===== src/rtl/lcm_pkg.sv =====
// Shared widths and state encoding for the lcm_unit block.
// Build option LCM_CHECK_EN enables the divisibility check on the final remainder.
package lcm_pkg;

  localparam int OP_W    = 4;
  localparam int PROD_W  = 8;
  localparam int REM_W   = 5;
  localparam int TRIAL_W = REM_W + 1;
  localparam int CNT_W   = 3;

  typedef enum logic [1:0] {
    IDLE = 2'd0,
    MUL  = 2'd1,
    DIV  = 2'd2,
    DONE = 2'd3
  } state_e;

endpackage


===== src/rtl/lcm_unit_div8.sv =====
// lcm_div8: sequential restoring divider, 8 quotient bits MSB first, one bit per clock.
// Build option LCM_CHECK_EN exposes the final partial remainder.
module lcm_div8
  import lcm_pkg::*;
(
  input  logic              clk,
  input  logic              clr,
  input  logic              start,
  input  logic [PROD_W-1:0] dividend,
  input  logic [OP_W-1:0]   divisor,
  output logic              busy,
  output logic              last,
`ifdef LCM_CHECK_EN
  output logic [REM_W-1:0]  remainder_next,
`endif
  output logic [PROD_W-1:0] quotient_next
);

  logic [CNT_W-1:0]   cnt_q, cnt_d;
  logic [REM_W-1:0]   rem_q, rem_d;
  logic [PROD_W-1:0]  dvd_q, dvd_d;
  logic               busy_q, busy_d;

  logic [REM_W-1:0]   cur_rem;
  logic [PROD_W-1:0]  cur_dvd;
  logic [TRIAL_W-1:0] trial;
  logic [REM_W-1:0]   rem_n;
  logic [PROD_W-1:0]  dvd_n;
  logic               q_bit;

  // The start edge already performs the first iteration, so eight edges yield eight bits.
  always_comb begin
    cur_rem = start ? '0 : rem_q;
    cur_dvd = start ? dividend : dvd_q;
    trial   = {cur_rem, cur_dvd[PROD_W-1]};
    if (trial >= TRIAL_W'(divisor)) begin
      rem_n = REM_W'(trial - TRIAL_W'(divisor));
      q_bit = 1'b1;
    end else begin
      rem_n = trial[REM_W-1:0];
      q_bit = 1'b0;
    end
    dvd_n = {cur_dvd[PROD_W-2:0], q_bit};

    rem_d  = rem_q;
    dvd_d  = dvd_q;
    cnt_d  = cnt_q;
    busy_d = busy_q;
    if (start) begin
      rem_d  = rem_n;
      dvd_d  = dvd_n;
      cnt_d  = CNT_W'(1);
      busy_d = 1'b1;
    end else if (busy_q) begin
      rem_d  = rem_n;
      dvd_d  = dvd_n;
      cnt_d  = cnt_q + CNT_W'(1);
      if (cnt_q == '1) begin
        busy_d = 1'b0;
      end
    end
  end

  always_ff @(posedge clk) begin
    if (!clr) begin
      cnt_q  <= '0;
      rem_q  <= '0;
      dvd_q  <= '0;
      busy_q <= 1'b0;
    end else begin
      cnt_q  <= cnt_d;
      rem_q  <= rem_d;
      dvd_q  <= dvd_d;
      busy_q <= busy_d;
    end
  end

  assign busy          = busy_q;
  assign last          = busy_q && (cnt_q == '1);
  assign quotient_next = dvd_n;
`ifdef LCM_CHECK_EN
  assign remainder_next = rem_n;
`endif

endmodule


===== src/rtl/lcm_unit.sv =====
// lcm_unit: lcm = x*y/g from a precomputed gcd g, via a multiply step and a bit-serial divide.
// Build option LCM_CHECK_EN flags err when g does not divide x*y.
module lcm_unit
  import lcm_pkg::*;
(
  input  logic              clk,
  input  logic              clr,
  input  logic              in_valid,
  output logic              in_ready,
  input  logic [OP_W-1:0]   x,
  input  logic [OP_W-1:0]   y,
  input  logic [OP_W-1:0]   g,
  output logic              out_valid,
  input  logic              out_ready,
  output logic [PROD_W-1:0] lcm,
  output logic              err
);

  state_e             state_q, state_d;
  logic [OP_W-1:0]    x_q, x_d;
  logic [OP_W-1:0]    y_q, y_d;
  logic [OP_W-1:0]    g_q, g_d;
  logic [PROD_W-1:0]  p_q, p_d;
  logic [PROD_W-1:0]  lcm_q, lcm_d;
  logic               err_q, err_d;
  logic               in_ready_q, in_ready_d;
  logic               out_valid_q, out_valid_d;

  logic               div_start;
  logic               div_busy;
  logic               div_last;
  logic [PROD_W-1:0]  div_quot;
`ifdef LCM_CHECK_EN
  logic [REM_W-1:0]   div_rem;
`endif

  assign div_start = (state_q == DIV) && !div_busy;

  lcm_div8 u_div (
    .clk           (clk),
    .clr           (clr),
    .start         (div_start),
    .dividend      (p_q),
    .divisor       (g_q),
    .busy          (div_busy),
    .last          (div_last),
`ifdef LCM_CHECK_EN
    .remainder_next(div_rem),
`endif
    .quotient_next (div_quot)
  );

  always_comb begin
    state_d = state_q;
    x_d     = x_q;
    y_d     = y_q;
    g_d     = g_q;
    p_d     = p_q;
    lcm_d   = lcm_q;
    err_d   = err_q;

    unique case (state_q)
      IDLE: begin
        if (in_valid && in_ready_q) begin
          x_d     = x;
          y_d     = y;
          g_d     = g;
          state_d = MUL;
        end
      end
      MUL: begin
        p_d = PROD_W'(x_q) * PROD_W'(y_q);
        if ((x_q == '0) || (y_q == '0) || (g_q == '0)) begin
          lcm_d   = '0;
          err_d   = (g_q == '0) && (x_q != '0) && (y_q != '0);
          state_d = DONE;
        end else begin
          err_d   = 1'b0;
          state_d = DIV;
        end
      end
      DIV: begin
        if (div_last) begin
          lcm_d   = div_quot;
`ifdef LCM_CHECK_EN
          err_d   = (div_rem != '0);
`else
          err_d   = 1'b0;
`endif
          state_d = DONE;
        end
      end
      DONE: begin
        if (out_valid_q && out_ready) begin
          state_d = IDLE;
        end
      end
      default: state_d = IDLE;
    endcase

    // out_valid rises one cycle after entering DONE and drops on the handshake edge.
    in_ready_d  = (state_d == IDLE);
    out_valid_d = (state_q == DONE) && !(out_valid_q && out_ready);
  end

  always_ff @(posedge clk) begin
    if (!clr) begin
      state_q     <= IDLE;
      x_q         <= '0;
      y_q         <= '0;
      g_q         <= '0;
      p_q         <= '0;
      lcm_q       <= '0;
      err_q       <= 1'b0;
      in_ready_q  <= 1'b1;
      out_valid_q <= 1'b0;
    end else begin
      state_q     <= state_d;
      x_q         <= x_d;
      y_q         <= y_d;
      g_q         <= g_d;
      p_q         <= p_d;
      lcm_q       <= lcm_d;
      err_q       <= err_d;
      in_ready_q  <= in_ready_d;
      out_valid_q <= out_valid_d;
    end
  end

  assign in_ready  = in_ready_q;
  assign out_valid = out_valid_q;
  assign lcm       = lcm_q;
  assign err       = err_q;

endmodule


===== config.mk =====
export PLATFORM = sky130hd
export DESIGN_NAME = lcm_unit
export DESIGN_NICKNAME = d
export VERILOG_FILES = /design/src/rtl/lcm_pkg.sv /design/src/rtl/lcm_unit_div8.sv /design/src/rtl/lcm_unit.sv
export SDC_FILE = /design/constraint.sdc
export NUM_CORES = 1
export LEC_CHECK = 0
export ABC_AREA = 1
export CORE_UTILIZATION = 59
export CTS_BUF_LIST = sky130_fd_sc_hd__clkbuf_4 sky130_fd_sc_hd__clkbuf_8
export DETAILED_ROUTE_END_ITERATION = 10
export GPL_ROUTABILITY_DRIVEN = 0
export PLACE_DENSITY_LB_ADDON = 0.15
export SLEW_MARGIN = 15
export SYNTH_ARGS = -nofsm -noshare
export SYNTH_HDL_FRONTEND = slang
export SYNTH_SLANG_ARGS = --single-unit

===== constraint.sdc =====
create_clock -name clk -period 2.8 [get_ports clk]
set_input_delay 0.56 -clock clk [delete_from_list [all_inputs] [get_ports clk]]
set_output_delay 0.56 -clock clk [all_outputs]
set_load 0.05 [all_outputs]

# Yosys cells after proc, flatten, opt, wreduce, memory -nomap -nowiden
# Index checks and enable logic that the tools add are counted.
# Widths: inputs -> output; s select.
dict set report totals {
  ff_bits 50
  inputBits 16
  out_inout_bits 11
  word_cells 73
}
dict set report op_classes {
  n_addsub 2
  n_mul 1
  n_lt_le_gt_ge 1
  eq_ne 6
  mux 24
  bitwise 1
  n_reduce_logical 24
}
# op n
set op_table {}
lappend op_table {{$mux 8} 5}
lappend op_table {{$mux 5} 4}
lappend op_table {{$pmux 8 s2} 1}
lappend op_table {{$logic_not 4->1} 3}
lappend op_table {{$mux 1} 9}
lappend op_table {{$mul 4x4->8} 1}
lappend op_table {{$pmux 2 s4} 1}
lappend op_table {{$reduce_bool 4->1} 2}
lappend op_table {{$logic_and 1x1->1} 7}
lappend op_table {{$ge 6x4->1} 1}
lappend op_table {{$mux 2} 3}
lappend op_table {{$sub 5x4->5} 1}
lappend op_table {{$eq 2x2->1 const B} 2}
lappend op_table {{$logic_not 2->1} 2}
lappend op_table {{$ne 2x2->1 const B} 2}
lappend op_table {{$reduce_and 2->1} 2}
lappend op_table {{$reduce_bool 2->1} 2}
lappend op_table {{$add 3x1->3 const B} 1}
lappend op_table {{$eq 3x3->1 const B} 1}
lappend op_table {{$reduce_and 3->1} 1}
lappend op_table {{$eq 2x1->1 const B} 1}
lappend op_table {{$logic_not 1->1} 2}
lappend op_table {{$logic_or 1x1->1} 2}
lappend op_table {{$pmux 1 s2} 1}
lappend op_table {{2 further kinds} 2}

# Logic depth before layout (Yosys ltp)
dict set report depth {
  word_depth 7
  depth_mapped 15
  ltp_nobuf 15
}

# Hierarchy
# Synthesis repeated with hierarchy kept, for this count alone.
dict set report unflattened {
  hier_cells 418
  hier_area_um2 2900.3
}
# mod n_inst cells_per_inst area_each_um2 seq_area_each_um2
set by_module_without_submodules {}
lappend by_module_without_submodules {lcm_unit 1 271 1864.3 660.6}
lappend by_module_without_submodules {lcm_div8 1 147 1036.0 340.3}

# Least setup slack after synthesis
# OpenSTA, ideal clock, no wires.
dict set report synth_path {
  kind {register to register}
  from {register x_q[0]}
  to {register p_q[6]}
  setup_ns 0.113
  arrival_ns 2.338
  t_required_ns 2.687
  slack_ns 0.348
  stages_incl_launch_ff 10
  path_buffers 0
  period_less_slack_ns 2.452
  path_cell_list {dfxtp_1 nand2_1 fa_1 fa_1 inv_1 fa_1 nand3_1 a21oi_1 o21ai_1 inv_1}
}
dict set report synth_between {
  elab_chain_cells 1
}
# item line
set synth_lines {}
lappend synth_lines {{start: declaration} lcm_unit.sv:20} ;# logic [OP_W-1:0] x_q, x_d;
lappend synth_lines {{start signal: assignment} lcm_unit.sv:109} ;# x_q <= '0;
lappend synth_lines {{start signal: assignment} lcm_unit.sv:119} ;# x_q <= x_d;
lappend synth_lines {{$mul 4x4->8} lcm_unit.sv:72} ;# p_d = PROD_W'(x_q) * PROD_W'(y_q);
lappend synth_lines {{end signal: assignment} lcm_unit.sv:122} ;# p_q <= p_d;
lappend synth_lines {{end: declaration} lcm_unit.sv:23} ;# logic [PROD_W-1:0] p_q, p_d;
# Every way passes these cells.
# A chain may end at the register's enable or synchronous reset.

# Final worst setup path
dict set report layout_path {
  from {register y_q[3]}
  to {register p_q[6]}
}
dict set report layout_between {
  elab_chain_cells 1
}
# item line
set layout_lines {}
lappend layout_lines {{start: declaration} lcm_unit.sv:21} ;# logic [OP_W-1:0] y_q, y_d;
lappend layout_lines {{start signal: assignment} lcm_unit.sv:120} ;# y_q <= y_d;
lappend layout_lines {{$mul 4x4->8} lcm_unit.sv:72}
# Every way passes these cells.

==> results.rst <==
.. list-table::
   :header-rows: 1

   * - Metric
     - Value
   * - Highest clock rate
     - 381 MHz
   * - Maximum level of the CTS H-tree
     - 2
   * - Vert. Die Dim
     - 71.0 microns
   * - Setup repair bufs after CTS
     - 0
   * - Max Root-Sink Buffers
     - 2
   * - Area grow syn2layout
     - 15.8%
   * - Top Metal Used
     - met4
   * - Final worst hold slack
     - 0.460 ns
   * - Clock Pin Slew Worst Setup and Hold Paths
     - 0.09 ns
   * - DPL Wire Length
     - 4230 microns
   * - Routed via count
     - 2486
   * - Num Clock Sinks
     - 50
   * - Pre-CTS setup slack
     - 0.183 ns
   * - Detail Route met2 WL
     - 3020 microns
   * - Post-route clock period utilization
     - 93.8%
   * - CTS tree
     - yes
   * - Number of vias per cell after detailed routing
     - 5.31
   * - Number of buffers created by CTS
     - 5
   * - Path class of the lowest-slack min-delay path
     - register to register
   * - Cell chosen for the clock root
     - clkbuf_8
   * - Number of filler cells placed in the layout
     - 362
   * - Maximum number of pins on one net before global-route repair
     - 20
   * - Core Area
     - 4470 sq um
   * - DRC
     - 2
   * - Required arrival time at the worst endpoint
     - 3.01 ns
   * - Unrepaired setup endpoints after global routing
     - false
   * - Leak
     - 1.59 nW
   * - Type of origin of the critical path
     - register
   * - Quantity of I/O buffers inserted on ports
     - 26
   * - Area of the mapped netlist
     - 2810 sq um
   * - Transition time at the pin with the least slew margin
     - 0.498 ns
   * - Total routing usage reported by global routing
     - 26.2%
   * - Register bit total from synthesis
     - 50
   * - Effective utilization at floorplan
     - 62.8%
   * - Overall power consumption
     - 3.30 mW
   * - Count of mapped cells out of synthesis
     - 388
   * - Die width
     - 71.0 microns
   * - Synth warn
     - 0
   * - Result of the run
     - complete, but fails checks
   * - Global-route wire length before repair
     - 10400 microns
   * - Total gr overflow
     - 0
   * - Die Area
     - 5040 sq um
   * - Wire length on met3
     - 257 microns
   * - Signal arrival time at the worst endpoint
     - 2.83 ns
   * - Number of failing setup endpoints in the final timing report
     - 0
   * - Syn_nets
     - 427
   * - Number of distinct library cell variants in the gate-level netlist after synthesis
     - 33
   * - Insertion delay of the later-clocked pin in the worst-skew pair
     - 0.31 ns
   * - VDD IR max
     - 0.510 mV
   * - Type of element capturing the critical path
     - register
   * - Hold Fails Final Rpt
     - 0
   * - Total count of max-transition violations in the final report
     - 0
   * - Number of rows in the core area
     - 24
   * - Failing checks
     - design-rule violations
   * - WL per Instance
     - 12.8 microns
   * - Drt total wl
     - 5980 microns
   * - Antenna cell count
     - 0
   * - Worst Path Max Fanout
     - 6
   * - Clock skew
     - 0.00599 ns
   * - Vias in the first global route
     - 2381
   * - Final ANT Viol Nets
     - 0
   * - Relative slew margins
     - 66.7%
   * - I/O pins
     - 27
   * - Met1 Routed Length
     - 2630 microns
   * - Iteration count of the initial detailed-routing pass
     - 8
   * - Final critical delay including setup and external delays
     - 2.63 ns
   * - Seq/Total Area, Yosys
     - 35.7%
   * - Minimum setup slack in the final design
     - 0.175 ns
   * - Antenna violations before repair
     - 0
   * - First DRT Iteration DRCs
     - 231
   * - MaxCap Viol Count
     - 0
   * - Post-synthesis area per instance
     - 7.24 sq um
   * - Pwr dens
     - 1020 nW/um^2
   * - Final #Nets
     - 454
   * - Setup TNS Final
     - 0 ns
   * - Setup CP Type
     - register to register
   * - Layout cell share with drive strength beyond 1
     - 9.13%
-- worst paths after layout --
check                                                  from                          end  slack (ns)  cells after the start
worst min register to register  u_div.rem_q[1]$_SDFFE_PN0P_  u_div.rem_q[1]$_SDFFE_PN0P_        0.46                      2
worst max register to register          y_q[3]$_SDFFE_PN0P_          p_q[6]$_SDFFE_PN0P_        0.17                      9
worst max-delay path                    y_q[3]$_SDFFE_PN0P_          p_q[6]$_SDFFE_PN0P_        0.17                      9
worst min-delay path            u_div.rem_q[1]$_SDFFE_PN0P_  u_div.rem_q[1]$_SDFFE_PN0P_        0.46                      2
-- Yosys cell counts --
master     n  area share (%)
dfxtp_1   50              36
nor2_4     3             1.2
xnor2_1    1            0.31
nand2_4    2            0.80
o31ai_1    1            0.27
o21ai_0   24             4.3
nand2_2    3            0.67
nand2_1   96              13
inv_1     41             5.5
a31oi_1    1            0.22
nand3_1   15             2.7
nand3_2    3             1.1
inv_2      9             1.2
o211ai_1   7             1.9
nor2_1    51             6.8
nor2_2     2            0.45
o21ai_1    2            0.36
xor2_1     2            0.62
buf_6      1            0.40
buf_2      6             1.1
o22ai_1    7             1.6
a211oi_1   2            0.53
nor3_2     1            0.36
fa_1       5             3.6
clkbuf_1   2            0.27
nand3b_1  10             2.7
buf_4      1            0.27
ha_1      18             8.0
a21oi_1   16             2.9
nor2_8     1            0.71
clkinv_1   2            0.27
or2_2      1            0.22
nand4_1    2            0.45
-- layout by cell type, fill, tap and decap left out, types with 2 or more instances in the layout --
| master | n |
|---|---|
| nand2_1 | 96 |
| nor2_1 | 51 |
| dfxtp_1 | 49 |
| inv_1 | 41 |
| clkdlybuf4s50_1 | 26 |
| o21ai_0 | 24 |
| ha_1 | 18 |
| a21oi_1 | 16 |
| nand3_1 | 15 |
| nand3b_1 | 10 |
| inv_2 | 9 |
| o211ai_1 | 7 |
| o22ai_1 | 7 |
| clkbuf_8 | 6 |
| fa_1 | 5 |
| buf_4 | 4 |
| nand2_2 | 3 |
| nand3_2 | 3 |
| nor2_4 | 3 |
| nand4_1 | 2 |
| clkinv_1 | 2 |
| nor2_2 | 2 |
| nand2_4 | 2 |
| xor2_1 | 2 |
| o21ai_1 | 2 |
| a211oi_1 | 2 |
| bufinv_16 | 2 |
-- per-stage QoR --
step	std cells	util [%]	cell area, sq um
after floorplan	388	-	2810
after global placement	460	69.4	3110
after detailed placement	460	69.4	3110
after CTS	468	72.6	3250
after global routing	468	72.7	3250
final	468	72.7	3250
-- final cells by class --
| class | instances | area, sq um | area share (%) |
|---|---|---|---|
| clock buffer | 6 | 82.6 | 2.54 |
| inverter | 52 | 195 | 6.00 |
| tap | 52 | 65.1 | 2.00 |
| clock inverter | 2 | 60.1 | 1.85 |
| sequential | 50 | 1000 | 30.8 |
| timing repair buffer | 30 | 290 | 8.93 |
| multi-input combinational | 276 | 1560 | 47.8 |
-- logic make-up (layout without fill, tap and decap cells) --
family / Yosys count / count (layout) / synth area share, %
and+or+nand+nor: 190 / 190 / 30.9
buffers and inverters: 62 / 90 / 8.96
AOI/OAI and AO/OA: 60 / 60 / 11.9
DFF: 50 / 50 / 35.7
adders and majority gates: 23 / 23 / 11.6
xor gates and xnor gates: 3 / 3 / 0.936
-- repair_timing --
action / in CTS / in global routing
gates resized for setup: 0 / 1
hold buffers: 0 / 0
setup endpoints to repair: 0 / 1
-- per-layer routing --
layer | up-vias | global-route usage, %
li1 | 1299 | -
met1 | 1118 | 31.0
met2 | 61 | 46.8
met3 | 8 | 6.27
met4 | 0 | 8.67
met5 | - | 0
-- flip-flops by register name, indices dropped and copies added, names as in the netlist --
name	cells
u_div.dvd_q	8
g_q	4
state_q	2
u_div.cnt_q	3
err	1
y_q	4
u_div.busy	1
in_ready	1
u_div.rem_q	5
out_valid	1
p_q	8
x_q	4
lcm	8
-- power by group --
group / switching [mW] / total [mW] / leakage, nW / internal (mW)
sequential: 0.166 / 1.08 / 0.410 / 0.911
clock: 0.239 / 0.620 / 0.0714 / 0.381
combinational: 1.04 / 1.60 / 1.11 / 0.564
total: 1.45 / 3.30 / 1.59 / 1.86
-- critical path, cell delays in order (launching register included) --
cell     delay [ns]
dfxtp_1        0.42
nand2_1        0.11
fa_1           0.53
fa_1           0.56
inv_1          0.08
fa_1           0.47
nand3_1        0.12
a21oi_1        0.07
o21ai_1        0.13
inv_1          0.04
Power figures use the tool's default switching activity.
